==> config.mk <==
export PLATFORM = sky130hd
export DESIGN_NAME = uart_rx
export DESIGN_NICKNAME = d
export VERILOG_FILES = /design/src/rtl/uart_rx.sv
export SDC_FILE = /design/constraint.sdc
export NUM_CORES = 1
export LEC_CHECK = 0
export CAP_MARGIN = 20
export CORE_MARGIN = 5
export CORE_UTILIZATION = 59
export CTS_CLUSTER_SIZE = 10
export DETAILED_ROUTE_END_ITERATION = 10
export PLACE_DENSITY = 0.85
export SLEW_MARGIN = 20
export SYNTH_ARGS = -nofsm -noshare
export SYNTH_HDL_FRONTEND = slang
export SYNTH_SLANG_ARGS = --single-unit
==> constraint.sdc <==
create_clock -name clk -period 3.6 [get_ports clk]
set_input_delay 1.08 -clock clk [delete_from_list [all_inputs] [get_ports clk]]
set_output_delay 1.08 -clock clk [all_outputs]
set_load 0.005 [all_outputs]
==> src/rtl/uart_rx.sv <==
// UART receive path: 16x oversampled start/data/parity/stop recovery with a
// 2-of-3 mid-bit majority vote and registered byte/status outputs.
module uart_rx #(
    parameter int DATA_BITS   = 8,
    parameter int PARITY      = 0,
    parameter int SYNC_STAGES = 2
) (
    input  logic       clk,
    input  logic       reset,
    input  logic       rx_i,
    input  logic       baud_x16_ce,
    output logic [7:0] rx_data,
    output logic       rx_data_valid,
    output logic       rx_error,
    output logic       rx_parity_error,
    output logic       rx_busy
);
    typedef enum logic [2:0] {IDLE, START, DATA, PAR, STOP, BRK} state_t;

    localparam int         SHIFT    = 8 - DATA_BITS;
    localparam logic [2:0] LAST_BIT = 3'(DATA_BITS - 1);

    logic [SYNC_STAGES-1:0] sync_q;
    logic                   rx_s;
    state_t                 state;
    logic [3:0]             tick;
    logic [2:0]             bit_cnt;
    logic [7:0]             shreg;
    logic                   s7, s8, par_err;
    logic                   maj, mid, last_tick;
    logic [7:0]             data_rj;

    assign rx_s      = sync_q[SYNC_STAGES-1];
    assign maj       = (s7 & s8) | (s7 & rx_s) | (s8 & rx_s);
    assign mid       = (tick == 4'd9);
    assign last_tick = (tick == 4'd15);
    // Data bits enter at the MSB, so the frame ends up left-justified.
    assign data_rj   = shreg >> SHIFT;

    always_ff @(posedge clk) begin
        if (reset) sync_q <= '1;
        else       sync_q <= {sync_q[SYNC_STAGES-2:0], rx_i};
    end

    always_ff @(posedge clk) begin
        if (reset) begin
            state           <= IDLE;
            tick            <= '0;
            bit_cnt         <= '0;
            shreg           <= '0;
            s7              <= 1'b0;
            s8              <= 1'b0;
            par_err         <= 1'b0;
            rx_data         <= '0;
            rx_data_valid   <= 1'b0;
            rx_error        <= 1'b0;
            rx_parity_error <= 1'b0;
            rx_busy         <= 1'b0;
        end else begin
            rx_data_valid <= 1'b0;
            if (baud_x16_ce) begin
                if (state != IDLE) tick <= tick + 4'd1;
                if (tick == 4'd7) s7 <= rx_s;
                if (tick == 4'd8) s8 <= rx_s;
                case (state)
                    IDLE: if (!rx_s) begin
                        state   <= START;
                        tick    <= 4'd1;
                        rx_busy <= 1'b1;
                    end
                    START: begin
                        if (mid && maj) begin
                            state   <= IDLE;
                            rx_busy <= 1'b0;
                        end else if (last_tick) begin
                            state   <= DATA;
                            bit_cnt <= '0;
                        end
                    end
                    DATA: begin
                        if (mid) shreg <= {maj, shreg[7:1]};
                        if (last_tick) begin
                            if (bit_cnt == LAST_BIT) state <= (PARITY != 0) ? PAR : STOP;
                            else                     bit_cnt <= bit_cnt + 3'd1;
                        end
                    end
                    PAR: begin
                        if (mid) par_err <= (^data_rj) ^ maj ^ (PARITY == 2);
                        if (last_tick) state <= STOP;
                    end
                    // Good stop returns to IDLE at mid-bit so the next start edge is never missed.
                    STOP: if (mid) begin
                        rx_data         <= data_rj;
                        rx_error        <= !maj;
                        rx_parity_error <= (PARITY != 0) && par_err;
                        rx_data_valid   <= 1'b1;
                        rx_busy         <= !maj;
                        state           <= maj ? IDLE : BRK;
                    end
                    BRK: if (rx_s) begin
                        state   <= IDLE;
                        rx_busy <= 1'b0;
                    end
                    default: state <= IDLE;
                endcase
            end
        end
    end
endmodule

==> flow_summary_export.csv <==
group,metric,value,unit
outcome,status,"finished, final reports clean",
detailed_routing,drt_iter0_drc,43,
placed_design,portBuffers,14,
finish,stdcell_count,203,
yosys,async_flop_share,0,
cts,cts_setup_buffers,0,
detailed_routing,dr_total_vias,1177,
yosys,synth-seq-cells,33,
pwr,powerDensity,513,nW/um^2
placed_design,globalplace.congestion,0.872,
sta,rsz0062_at_grt,"no",
detailed_routing,wl_per_cell,14.5,microns
yosys,syn_nets,169,
placed_design,hpwl,2090,microns
worst_setup_path,crit_type,"primary input to flip-flop",
global_routing,globalRouteTotalUtil,0.191,
detailed_routing,wl_met2,1420,microns
floorplanning,rows,18,
worst_hold_path,hold_path_class,"flip-flop to flip-flop",
global_routing,grt_max_degree,27,
sta,fmax,0.397,GHz
floorplanning,core_area,2500,sq um
detailed_routing,drc_errors,0,
floorplanning,die_y,61.3,microns
detailed_routing,routed_via_density,5.80,
sta,fin_skew,0.00830,ns
cts,clk_latency,0.34,ns
worst_setup_path,end_kind,"flip-flop",
yosys,synth_area_leaders,"dfxtp_1 43%, mux2i_1 12%, nor2_1 6.1%, ha_1 4.0%, mux2_4 1.9%",
placed_design,dpl_worst_slack,0.731,ns
finish,stdcell_area,1790,sq um
placed_design,dp_cells,195,
cts,cts_tree,"yes",
detailed_routing,wl,2940,microns
yosys,synth_edf_count,0,
finish,nNetsFinal,181,
floorplanning,initial_utilization,0.620,
yosys,synth_flop_cell,"dfxtp_1",
detailed_routing,top_layer,"met4",
yosys,netlist_instances,160,
floorplanning,die_x,61.3,microns
yosys,yosysWarnings,0,
global_routing,grt_pass1_wl,5220,microns
floorplanning,dieArea,3750,sq um
cts,htreeDepth,2,
run,cap_violations,0,
yosys,synth_cell_types,47,
yosys,synth.avg_cell_area,9.69,sq um
yosys,synth_top_area_frac,0.426,
worst_setup_path,required,3.83,ns
cts,clkSinkCount,33,
cts,clockBufferDepth,2,
cts,numCtsBuffers,5,
cts,clk_pin_slew,0.11,ns
worst_setup_path,worst_setup_path_start_kind,"primary input",
detailed_routing,dr_wl_met3,203,microns
sta,worst_slack,1.08,ns
global_routing,grt_pass1_vias,1148,
pwr,p_leak,0.665,nW
finish,synthToLayoutAreaGrowth,15.7,%
detailed_routing,wl_met1,1260,microns
yosys,netlist_area,1550,sq um
global_routing,antenna_found_initial,0,
yosys,synth-seq-area-share,0.426,
cts,ctsResizeCount,0,
finish,drive_above_1_share,0.133,
yosys,synthTopCellsByCount,"33 x dfxtp_1, 25 x nor2_1, 18 x mux2i_1",
sta,fin_crit,2.52,ns
worst_setup_path,cp_data_arrival_time,2.74,ns
sta,hold_viol,0,
worst_setup_path,path_max_fanout,10,
pwr,ir_drop,0.531,mV
cts,ctsHoldBuffers,0,
global_routing,grt_overflow,0,
cts,root_buffer,"clkbuf_4",
detailed_routing,ant_nets,0,
yosys,yosysMostFrequentCell,"dfxtp_1",
detailed_routing,dr.pass1.iters,4,
sta,setup_viol,0,
sta,period_share,0.699,
sta,fin_setup_tns,0,ns
floorplanning,ios,16,
placed_design,placed_area,1690,sq um
finish,n_antenna_cell,0,
sta,report.final.slew_viol_count,0,
yosys,yosysTopAreaCell,"dfxtp_1",
## registers in the layout (all words and copies together), names as in the netlist
| name | cells |
|---|---|
| rx_data_valid | 1 |
| rx_error | 1 |
| s7 | 1 |
| rx_data | 8 |
| tick | 4 |
| bit_cnt | 3 |
| state | 3 |
| rx_busy | 1 |
| s8 | 1 |
| data_rj | 8 |
| sync_q | 2 |
## layout make-up
| class | instances | area (sq um) |
|---|---|---|
| clock buffers | 5 | 37.5 |
| clock inverters | 3 | 68.8 |
| fillers | 182 | 707 |
| inverters | 7 | 26.3 |
| multi-input cells | 110 | 815 |
| flip-flops and latches | 33 | 661 |
| well taps | 30 | 37.5 |
| repair buffers | 15 | 148 |
## cell usage in the layout, fill, tap and decap left out, types with 2 or more instances in the layout
cell type	count
or3_1	4
nand2_1	5
mux2_2	2
nor2b_1	4
clkdlybuf4s50_1	14
a211oi_1	2
or2_2	2
a21oi_1	3
mux2i_1	18
clkbuf_4	5
dfxtp_1	33
nor2_4	2
mux2_4	2
a22oi_1	2
bufinv_16	2
nand2b_1	3
o22ai_1	2
and2_1	2
ha_1	5
nor2_1	25
inv_1	7
nand3_1	3
## cells by family (layout without fill, tap and decap cells)
family	count (synthesis)	in the layout	synth area share
and+or+nand+nor	61	61	0.216
DFF	33	33	0.426
muxes	22	22	0.150
AOI/OAI and AO/OA	20	20	0.110
buffers and inverters	17	30	0.0484
adders and majority gates	6	6	0.0468
other	1	1	0.00242
## routing by layer
| layer | vias to the layer above | track usage |
|---|---|---|
| li1 | 585 | - |
| met3 | 8 | 0.0797 |
| met4 | 0 | 0.0774 |
| met5 | - | 0 |
| met2 | 36 | 0.301 |
| met1 | 548 | 0.230 |
## worst paths after layout
path,start,to,slack [ns],cells after the start
max,baud_x16_ce,rx_data[4]$_SDFFE_PP0P_,1.08,5
min,sync_q[0]$_SDFF_PP1_,sync_q[1]$_SDFF_PP1_,0.42,1
max reg2reg,tick[0]$_SDFFE_PP0P_,state[0]$_SDFFE_PP0P_,1.73,5
min reg2reg,sync_q[0]$_SDFF_PP1_,sync_q[1]$_SDFF_PP1_,0.42,1
## worst max-delay path: stages
cell and delay [ns]:
clkdlybuf4s50_1 0.65, nand4b_1 0.31, nor2_4 0.40, mux2i_1 0.24, nor2_1 0.05
## per-stage QoR
step / util / hold slack (ns) / power [mW]
after floorplan: - / 0.389 / 0.541
after global placement: 0.675 / 0.410 / 0.563
after detailed placement: 0.675 / 0.409 / 0.570
after CTS: 0.717 / 0.428 / 0.920
after global routing: 0.717 / 0.452 / 0.968
final: 0.717 / 0.424 / 0.920
## power breakdown
| part | internal (mW) | switching [mW] |
|---|---|---|
| Sequential | 0.381 | 0.0283 |
| Clock | 0.219 | 0.136 |
| Combinational | 0.0797 | 0.0761 |
| Total | 0.679 | 0.241 |
(Power assumes the default switching activity.)
